$ cat config.mk
export PLATFORM = sky130hd
export DESIGN_NAME = str_loop_sequencer
export DESIGN_NICKNAME = d
export VERILOG_FILES = /design/src/rtl/str_pkg.sv /design/src/rtl/str_run_counter.sv /design/src/rtl/str_loop_sequencer.sv
export SDC_FILE = /design/constraint.sdc
export NUM_CORES = 1
export LEC_CHECK = 0
export CAP_MARGIN = 20
export CORE_MARGIN = 10
export CORE_UTILIZATION = 56
export CTS_CLUSTER_SIZE = 28
export DETAILED_ROUTE_END_ITERATION = 6
export PLACE_DENSITY = 0.82
export SLEW_MARGIN = 20
export SYNTH_ARGS = -nofsm -noshare
export SYNTH_HDL_FRONTEND = slang
export SYNTH_SLANG_ARGS = --single-unit
export TNS_END_PERCENT = 10
$ cat constraint.sdc
create_clock -name clk -period 4.49 [get_ports clk]
set_input_delay 1.1225 -clock clk [delete_from_list [all_inputs] [get_ports clk]]
set_output_delay 1.1225 -clock clk [all_outputs]
set_load 0.01 [all_outputs]
$ cat src/rtl/str_pkg.sv
// Shared types and constants for the symbol timing recovery sequencer.
package str_pkg;

  // Width of the signed Gardner TED error word.
  localparam int ER_W = 32;

  // Sequencer phases; the encoding is visible on the state port.
  typedef enum logic [1:0] {
    ST_IDLE  = 2'd0,
    ST_FLUSH = 2'd1,
    ST_ACQ   = 2'd2,
    ST_TRACK = 2'd3
  } str_state_e;

  // Default PI gain right-shifts for acquisition and tracking.
  localparam int KP_ACQ_DEF = 4;
  localparam int KI_ACQ_DEF = 10;
  localparam int KP_TRK_DEF = 7;
  localparam int KI_TRK_DEF = 14;

  // Magnitude of a two's complement error. The most negative value has no
  // positive counterpart, so it saturates to the largest positive value
  // instead of wrapping back to itself.
  function automatic logic [ER_W-1:0] abs_sat(input logic [ER_W-1:0] x);
    logic [ER_W-1:0] neg_x;
    neg_x = (~x) + ER_W'(1);
    if (!x[ER_W-1]) begin
      return x;
    end else if (x == {1'b1, {(ER_W-1){1'b0}}}) begin
      return {1'b0, {(ER_W-1){1'b1}}};
    end else begin
      return neg_x;
    end
  endfunction

endpackage

$ cat src/rtl/str_run_counter.sv
// Classifies each TED error as good or bad and tracks the current run of
// consecutive good symbols (for lock) and bad symbols (for unlock).
// The parent clears both runs on every state entry.
module str_run_counter
  import str_pkg::*;
#(
  parameter int LOCK_THRESH  = 4096,
  parameter int LOCK_COUNT   = 64,
  parameter int UNLOCK_COUNT = 16
) (
  input  logic            clk,
  input  logic            reset,
  input  logic            clear,
  input  logic            good_en,
  input  logic            bad_en,
  input  logic [ER_W-1:0] er,
  output logic            lock_hit,
  output logic            unlock_hit
);

  localparam int GW = $clog2(LOCK_COUNT + 1);
  localparam int BW = $clog2(UNLOCK_COUNT + 1);
  localparam logic [GW-1:0]   GOOD_MAX = GW'(LOCK_COUNT);
  localparam logic [BW-1:0]   BAD_MAX  = BW'(UNLOCK_COUNT);
  localparam logic [ER_W-1:0] THRESH   = ER_W'(LOCK_THRESH);

  logic [ER_W-1:0] er_mag;
  logic            is_good;
  logic [GW-1:0]   good_cnt, good_nxt;
  logic [BW-1:0]   bad_cnt, bad_nxt;

  // Classify the current error and compute the saturating next run lengths.
  // NOTE: every signal written here gets a default first so no latch is inferred.
  always_comb begin
    er_mag   = abs_sat(er);
    is_good  = (er_mag <= THRESH);
    good_nxt = '0;
    bad_nxt  = '0;
    if (is_good) begin
      good_nxt = (good_cnt == GOOD_MAX) ? good_cnt : good_cnt + GW'(1);
    end else begin
      bad_nxt = (bad_cnt == BAD_MAX) ? bad_cnt : bad_cnt + BW'(1);
    end
    lock_hit   = good_en && is_good && (good_nxt == GOOD_MAX);
    unlock_hit = bad_en && !is_good && (bad_nxt == BAD_MAX);
  end

  // Run counters advance only on qualified error events; clear wins.
  // NOTE: state registers use non-blocking assignments so all flops update together.
  always_ff @(posedge clk) begin
    if (reset || clear) begin
      good_cnt <= '0;
      bad_cnt  <= '0;
    end else begin
      if (good_en) good_cnt <= good_nxt;
      if (bad_en)  bad_cnt  <= bad_nxt;
    end
  end

endmodule

$ cat src/rtl/str_loop_sequencer.sv
// Acquisition/tracking controller for the symbol timing recovery loop.
// Paces ADC sampling, holds the loop during the startup flush, selects PI
// gain shifts per phase and declares/drops timing lock from TED errors.
module str_loop_sequencer
  import str_pkg::*;
#(
  parameter int SAMPLE_DIV   = 10,
  parameter int FLUSH_SYMS   = 16,
  parameter int LOCK_THRESH  = 4096,
  parameter int LOCK_COUNT   = 64,
  parameter int UNLOCK_COUNT = 16,
  parameter int ACQ_TIMEOUT  = 4096,
  parameter int KP_ACQ       = KP_ACQ_DEF,
  parameter int KI_ACQ       = KI_ACQ_DEF,
  parameter int KP_TRK       = KP_TRK_DEF,
  parameter int KI_TRK       = KI_TRK_DEF
) (
  input  logic            clk,
  input  logic            reset,
  input  logic            enable,
  input  logic            strobe,
  input  logic            ted_out_en,
  input  logic [ER_W-1:0] er,
  output logic            sample_en,
  output logic            loop_hold,
  output logic [4:0]      kp_shift,
  output logic [4:0]      ki_shift,
  output logic            locked,
  output logic [1:0]      state,
  output logic            acq_timeout
);

  localparam logic [1:0] S_IDLE  = ST_IDLE;
  localparam logic [1:0] S_FLUSH = ST_FLUSH;
  localparam logic [1:0] S_ACQ   = ST_ACQ;
  localparam logic [1:0] S_TRACK = ST_TRACK;

  localparam int PW = $clog2(SAMPLE_DIV + 1);
  localparam int FW = $clog2(FLUSH_SYMS + 1);
  localparam int SW = $clog2(ACQ_TIMEOUT + 1);
  localparam logic [PW-1:0] PACE_LAST = PW'(SAMPLE_DIV - 1);
  localparam logic [FW-1:0] FLUSH_MAX = FW'(FLUSH_SYMS);
  localparam logic [SW-1:0] SYM_MAX   = SW'(ACQ_TIMEOUT);

  logic [1:0]    state_q, state_nxt;
  logic [PW-1:0] pace_cnt;
  logic [FW-1:0] flush_cnt, flush_nxt, flush_inc;
  logic [SW-1:0] sym_cnt, sym_nxt, sym_inc;
  logic          ato_nxt;
  logic          entry;
  logic          acq_evt, trk_evt;
  logic          lock_hit, unlock_hit;

  // A qualified error event exists only in the states that consume it.
  assign acq_evt = ted_out_en && (state_q == S_ACQ);
  assign trk_evt = ted_out_en && (state_q == S_TRACK);

  str_run_counter #(
    .LOCK_THRESH  (LOCK_THRESH),
    .LOCK_COUNT   (LOCK_COUNT),
    .UNLOCK_COUNT (UNLOCK_COUNT)
  ) u_run (
    .clk        (clk),
    .reset      (reset),
    .clear      (entry),
    .good_en    (acq_evt),
    .bad_en     (trk_evt),
    .er         (er),
    .lock_hit   (lock_hit),
    .unlock_hit (unlock_hit)
  );

  // ADC pacing: free-running divider while enabled, one-cycle pulse at wrap.
  always_ff @(posedge clk) begin
    if (reset || !enable) begin
      pace_cnt  <= '0;
      sample_en <= 1'b0;
    end else begin
      sample_en <= (pace_cnt == PACE_LAST);
      pace_cnt  <= (pace_cnt == PACE_LAST) ? '0 : pace_cnt + PW'(1);
    end
  end

  // Next-state logic; lock beats timeout, and enable low overrides everything.
  always_comb begin
    state_nxt = state_q;
    ato_nxt   = 1'b0;
    flush_inc = (flush_cnt == FLUSH_MAX) ? flush_cnt : flush_cnt + FW'(1);
    sym_inc   = (sym_cnt == SYM_MAX) ? sym_cnt : sym_cnt + SW'(1);
    flush_nxt = flush_cnt;
    sym_nxt   = sym_cnt;
    case (state_q)
      S_IDLE: begin
        if (enable) state_nxt = S_FLUSH;
      end
      S_FLUSH: begin
        if (strobe) begin
          flush_nxt = flush_inc;
          if (flush_inc == FLUSH_MAX) state_nxt = S_ACQ;
        end
      end
      S_ACQ: begin
        if (ted_out_en) begin
          sym_nxt = sym_inc;
          if (lock_hit) begin
            state_nxt = S_TRACK;
          end else if (sym_inc == SYM_MAX) begin
            state_nxt = S_FLUSH;
            ato_nxt   = 1'b1;
          end
        end
      end
      S_TRACK: begin
        if (unlock_hit) state_nxt = S_ACQ;
      end
      default: state_nxt = S_IDLE;
    endcase
    if (!enable) begin
      state_nxt = S_IDLE;
      ato_nxt   = 1'b0;
    end
  end

  // Any state change (or a disable) starts the new phase with clean counters.
  assign entry = (state_nxt != state_q) || !enable;

  // State register, phase counters and timeout pulse.
  always_ff @(posedge clk) begin
    if (reset) begin
      state_q     <= S_IDLE;
      flush_cnt   <= '0;
      sym_cnt     <= '0;
      acq_timeout <= 1'b0;
    end else begin
      state_q     <= state_nxt;
      acq_timeout <= ato_nxt;
      if (entry) begin
        flush_cnt <= '0;
        sym_cnt   <= '0;
      end else begin
        flush_cnt <= flush_nxt;
        sym_cnt   <= sym_nxt;
      end
    end
  end

  // Moore outputs decoded straight from the state register.
  always_comb begin
    loop_hold = 1'b1;
    kp_shift  = 5'(KP_ACQ);
    ki_shift  = 5'(KI_ACQ);
    locked    = 1'b0;
    case (state_q)
      S_ACQ: loop_hold = 1'b0;
      S_TRACK: begin
        loop_hold = 1'b0;
        kp_shift  = 5'(KP_TRK);
        ki_shift  = 5'(KI_TRK);
        locked    = 1'b1;
      end
      default: ;
    endcase
  end

  assign state = state_q;

endmodule

After elaboration in Yosys (flattened, before gate mapping) --
Index checks and enable logic that the tools add are counted.
Word-level totals: input bits 37, output and inout bits 16, flip-flop bits (word level) 38, logic and storage cells 72
Cells by class: add/subtract/negate cells 6, multiplexer cells 21, bitwise operators 4, order comparisons 1, reduce and logical (&&, ||, !) cells 18, eq/ne operators 14
Operators by type and width (number):
- $mux 32 | 2
- $add 32x1->32 const B | 1
- $eq 32x32->1 const B | 1
- $le 32x13->1 const B | 1
- $not 32->32 | 1
- $eq 13x13->1 const B | 2
- $eq 5x5->1 const B | 4
- $mux 2 | 8
- $mux 5 | 3
- $eq 7x7->1 const B | 2
- $mux 7 | 2
- $add 13x1->13 const B | 1
- $mux 13 | 1
- $add 5x1->5 const B | 2
- $pmux 2 s4 | 1
- $add 7x1->7 const B | 1
- $logic_and 1x1->1 | 6
- $reduce_or 2->1 | 3
- $reduce_or 5->1 | 1
- $add 4x1->4 const B | 1
- $eq 2x2->1 const B | 2
- $eq 4x4->1 const B | 1
- $reduce_and 2->1 | 2
- $logic_or 1x1->1 | 3
- 7 further kinds | 12

Logic depth before layout (Yosys ltp) --
depth in word-level cells 15, depth in mapped cells 14, mapped depth without buffers 11

Hierarchy --
From an unflattened synthesis, not the netlist that was laid out.
Second synthesis, totals: cells, all modules 509, area total of the unflattened synthesis 3858.7 µm²
By module, submodules not included:
- str_run_counter | sequential area each 240.2 µm², cells each 283, area an instance 2014.4 µm², times used 1
- str_loop_sequencer | sequential area each 520.5 µm², cells each 226, area an instance 1844.3 µm², times used 1

Least setup slack after synthesis --
OpenSTA, ideal clock, no wires.
path kind input to register, start input port er[0], end register u_run.bad_cnt[3], cell stages on the path 13, library setup time 74 ps, slack 416 ps, data arrival time 4000 ps, buffers on the path 2, required time 4416 ps, cells stage by stage inv_1 ha_1 or4b_1 buf_2 nor4_4 nand4_1 mux2_1 a311o_1 or4_1 o2111ai_1 nand3_1 buf_2 a31oi_1
Between the ends: longest elaborated chain between the ends 15, elaborated cells between the ends (all ways) 23, those cells by class 1 x add/sub; 1 x order compare; 4 x eq/ne; 9 x mux; 1 x bitwise; 7 x reduce/logical
Ends and longest elaborated chain:
- from (decl) | RTL line str_loop_sequencer.sv:23 | input logic [ER_W-1:0] er,
- $not 32->32 | RTL line str_pkg.sv:26 | neg_x = (~x) + ER_W'(1);
- $add 32x1->32 | RTL line str_pkg.sv:26
- $mux 32 | RTL line str_pkg.sv:29 | end else if (x == {1'b1, {(ER_W-1){1'b0}}}) begin
- $mux 32 * | RTL line str_pkg.sv:27 | if (!x[ER_W-1]) begin
- $le 32x13->1 * | RTL line str_run_counter.sv:36 | is_good = (er_mag <= THRESH);
- $mux 7 | RTL line str_run_counter.sv:39 | if (is_good) begin
- $eq 7x7->1 | RTL line str_run_counter.sv:44 | lock_hit = good_en && is_good && (good_nxt == GOOD_MAX);
- $logic_and 1x1->1 | RTL line str_run_counter.sv:44
- $mux 2 | RTL line str_loop_sequencer.sv:105 | if (lock_hit) begin
- $mux 2 | RTL line str_loop_sequencer.sv:103 | if (ted_out_en) begin
- $pmux 2 s4 | RTL line str_loop_sequencer.sv:92 | case (state_q)
- $mux 2 | RTL line str_loop_sequencer.sv:118 | if (!enable) begin
- $ne 2x2->1 | RTL line str_loop_sequencer.sv:125 | assign entry = (state_nxt != state_q) || !enable;
- $logic_or 1x1->1 | RTL line str_loop_sequencer.sv:125
- $logic_or 1x1->1 | RTL line str_run_counter.sv:51 | if (reset || clear) begin
- to (signal assigned) | RTL line str_run_counter.sv:56 | if (bad_en) bad_cnt <= bad_nxt;
- to (decl) | RTL line str_run_counter.sv:30 | logic [BW-1:0] bad_cnt, bad_nxt;
Mark *: on every way between the ends. The rest lies on a longest branch, timed or not. A chain may end at the register's enable or synchronous reset.

Worst setup path after layout --
start input port er[0], end register u_run.good_cnt[4]
Between the ends: longest elaborated chain between the ends 15, elaborated cells between the ends (all ways) 23, those cells by class 1 x add/sub; 1 x order compare; 4 x eq/ne; 9 x mux; 1 x bitwise; 7 x reduce/logical
Ends and longest elaborated chain:
- $not 32->32 | RTL line str_pkg.sv:26
- $add 32x1->32 | RTL line str_pkg.sv:26
- $mux 32 | RTL line str_pkg.sv:29
- $mux 32 * | RTL line str_pkg.sv:27
- $le 32x13->1 * | RTL line str_run_counter.sv:36
- $mux 7 | RTL line str_run_counter.sv:39
- $eq 7x7->1 | RTL line str_run_counter.sv:44
- $logic_and 1x1->1 | RTL line str_run_counter.sv:44
- $mux 2 | RTL line str_loop_sequencer.sv:105
- $mux 2 | RTL line str_loop_sequencer.sv:103
- $pmux 2 s4 | RTL line str_loop_sequencer.sv:92
- $mux 2 | RTL line str_loop_sequencer.sv:118
- $ne 2x2->1 | RTL line str_loop_sequencer.sv:125
- $logic_or 1x1->1 | RTL line str_loop_sequencer.sv:125
- $logic_or 1x1->1 | RTL line str_run_counter.sv:51
- to (signal assigned) | RTL line str_run_counter.sv:55 | if (good_en) good_cnt <= good_nxt;
- to (decl) | RTL line str_run_counter.sv:29 | logic [GW-1:0] good_cnt, good_nxt;
Marked as above.

==> results.py <==
metrics = {
    "route": {
        "via_per_inst": 6.30,
        "first_pass_iters": 5,
        "routedWlPerCell_um": 16.2,
        "totalWireLength_mm": 10.5,
        "route.detailed.drc": 0,
        "routed-via-count": 4103,
        "ant_nets": 0,
        "drtIter0Drc": 340,
    },
    "place": {
        "dp_slack_ns": -0.112,
        "hpwl_mm": 8.24,
        "place.gp.congestion": 0.950,
        "port_buffers": 45,
        "placed_cells": 643,
    },
    "logic_synthesis": {
        "netlist_instances": 510,
        "synth_top_cell_area_share_pct": 21.1,
        "synth_cell_type_count": 69,
        "synth_warnings": 0,
        "yosysTopAreaCell": "dfxtp_1",
        "yosys-top-cells-area": "dfxtp_1, nor2_1, nand2_1, a21oi_1, nor3_1",
        "synth_top_cells_by_count": "nor2_1, nand2_1, dfxtp_1, a21oi_1, nor3_1",
        "synth.most_common_cell": "nor2_1",
        "synth_area_um2": 3600,
        "ys.flop_type": "dfxtp_1",
        "synth_edf_count": 0,
        "avgSynthCellArea_um2": 7.06,
        "async_flop_share_pct": 0,
        "ys_seq_elements": 38,
        "ys_seq_area_share_pct": 21.1,
    },
    "setup_path": {
        "crit_type": "in2reg",
        "end_kind": "flip-flop",
        "cp.required_ns": 4.67,
        "worstPathCellList": "clkdlybuf4s50_1, inv_1, ha_1, or4b_1, buf_4, nor4_4, a31oi_1, a2111oi_0, buf_4, and4b_1, a311oi_1, nand3_1, buf_12, a31oi_1",
        "critPathMaxFanout": 23,
        "crit_arrival_ns": 4.47,
        "critPathMaxStageDelay_ns": 0.52,
        "critical-path-slowest-cell": "or4b_1",
        "critPathLaunchType": "primary input",
    },
    "cts": {
        "clk-insertion-delay-late_ns": 0.30,
        "post_cts_buffers": 0,
        "clock_path_buffers": 2,
        "clkSinkCount": 38,
        "holdBufCountCts": 0,
        "cts-root-buf": "clkbuf_8",
        "cts_tree": "yes",
        "ctsResizeCount": 0,
        "htreeDepth": 2,
        "path_clk_slew_ns": 0.08,
        "cts_buffers": 5,
    },
    "floorplanning": {
        "die_x_um": 100,
        "num_rows": 29,
        "num_io_pins": 53,
        "die_area_um2": 10000,
        "dieHeight_um": 100,
        "core_um2": 6310,
        "initial_core_util_pct": 57.1,
    },
    "pwr": {
        "p_per_area_nw_per_um2": 169,
        "peakVddDrop_mv": 0.173,
        "total_leakage_power_nw": 1.57,
    },
    "layout": {
        "fillerInstances": 558,
        "antenna_cells": 0,
        "stdcell_count": 651,
        "nets": 621,
        "final_core_utilization_pct": 70.4,
        "syn_to_final_growth_pct": 23.4,
        "drive_above_1_share_pct": 11.5,
    },
    "global_routing": {
        "grt_busiest_layer": "met2",
        "grt_start_max_net_pins": 24,
        "antenna_found_initial": 0,
        "grt_pass1_vias": 3856,
        "grt_util_all_layers_pct": 20.3,
        "overflow": 0,
        "gr-usage-met2_pct": 33.8,
        "grt_pass1_wl_mm": 17.7,
        "grtUsageMet3_pct": 3.98,
        "grtUsageMet1_pct": 25.7,
    },
    "sta": {
        "fmax_ghz": 0.233,
        "layout_setup_ws_ns": 0.206,
        "fin_crit_sh_pct": 95.4,
        "worst_slew_pin_slew_ns": 0.670,
        "finalSetupViolations": 0,
        "fin_crit_ns": 4.28,
        "final.setup_skew_ns": 0.00725,
        "slew_viol_final": 0,
        "rsz0062_at_grt": "no",
        "tns_ns": 0,
        "slew_headroom_pct": 54.9,
        "hold_viol": 0,
    },
    "min_path": {
        "hold_path_class": "reg2reg",
    },
    "job": {
        "maxCapViolCount": 0,
    },
    "status": {
        "status": "complete, no violations",
    },
}
## final cells by class
| class | instances | area (um^2) | area share (%) |
|---|---|---|---|
| clock buffer | 6 | 82.6 | 1.86 |
| clock inverter | 2 | 12.5 | 0.282 |
| inverter | 22 | 82.6 | 1.86 |
| multi-input combinational | 412 | 2580 | 58.0 |
| sequential | 38 | 761 | 17.1 |
| tap | 77 | 96.3 | 2.17 |
| timing repair buffer | 94 | 831 | 18.7 |
## logic make-up after synthesis
kind of cell	Yosys count	share of synthesized area, %
flip-flops	38	21.1
AND/OR/NAND/NOR	249	37.7
buffers and inverters	65	7.99
XOR/XNOR	25	6.08
multiplexers	7	2.05
other	2	0.208
adder cells (fa/ha/maj)	11	3.82
AO/OA/AOI/OAI	113	21.0
## final timing paths
check,to,start,cells after the start,slack [ns]
max,u_run.good_cnt[4]$_SDFFE_PP0P_,er[0],14,0.21
min,pace_cnt[0]$_SDFF_PP0_,pace_cnt[0]$_SDFF_PP0_,1,0.48
max reg2reg,u_run.good_cnt[4]$_SDFFE_PP0P_,sym_cnt[1]$_SDFFE_PP0P_,10,1.76
min reg2reg,pace_cnt[0]$_SDFF_PP0_,pace_cnt[0]$_SDFF_PP0_,1,0.48
## registers in the layout (all words and copies together), names as in the netlist
signal,cells
sym_cnt,13
u_run.good_cnt,7
flush_cnt,5
u_run.bad_cnt,5
pace_cnt,4
state,2
acq_timeout,1
sample_en,1
## metrics by stage
stage | hold slack [ns] | cell area [um^2] | total power, mW
after floorplan | 0.433 | 3620 | 0.419
after global placement | 0.449 | 4340 | 0.499
after detailed placement | 0.472 | 4340 | 0.501
after CTS | 0.487 | 4440 | 0.748
after global routing | 0.503 | 4440 | 0.789
final | 0.477 | 4440 | 0.753
## placed cells by master (no fill, tap or decap), types with 8 or more instances in the layout
cell	Yosys	layout
ha_1	11	11
a31oi_1	11	11
buf_4	10	48
and3_1	8	8
a21oi_1	29	29
nand4_1	11	11
o21ai_0	19	19
nand2b_1	13	13
nor3_1	29	29
dfxtp_1	38	38
nand3_1	24	24
xnor2_1	10	10
inv_1	21	21
clkdlybuf4s50_1	0	45
nor4_1	18	17
nand2_1	47	47
xor2_1	15	15
nor2_1	51	51
## per-layer routing
metal	up-vias	routed length, um	share of wire, %
met1	1908	4570	43
met2	168	5070	48
met5	-	0	0
li1	1994	-	-
met4	0	245	2.3
met3	33	659	6.2
## worst max-delay path: cells and delay by family
| kind | cells | cell delay [ns] |
|---|---|---|
| AND/OR/NAND/NOR | 4 | 1.27 |
| adder cells (fa/ha/maj) | 1 | 0.16 |
| buffers and inverters | 5 | 1.08 |
| AO/OA/AOI/OAI | 4 | 0.83 |
## power breakdown
part	internal (mW)	switching, mW
sequential	0.338	0.00179
combinational	0.0760	0.0818
clock	0.124	0.132
Power figures use the tool's default switching activity.
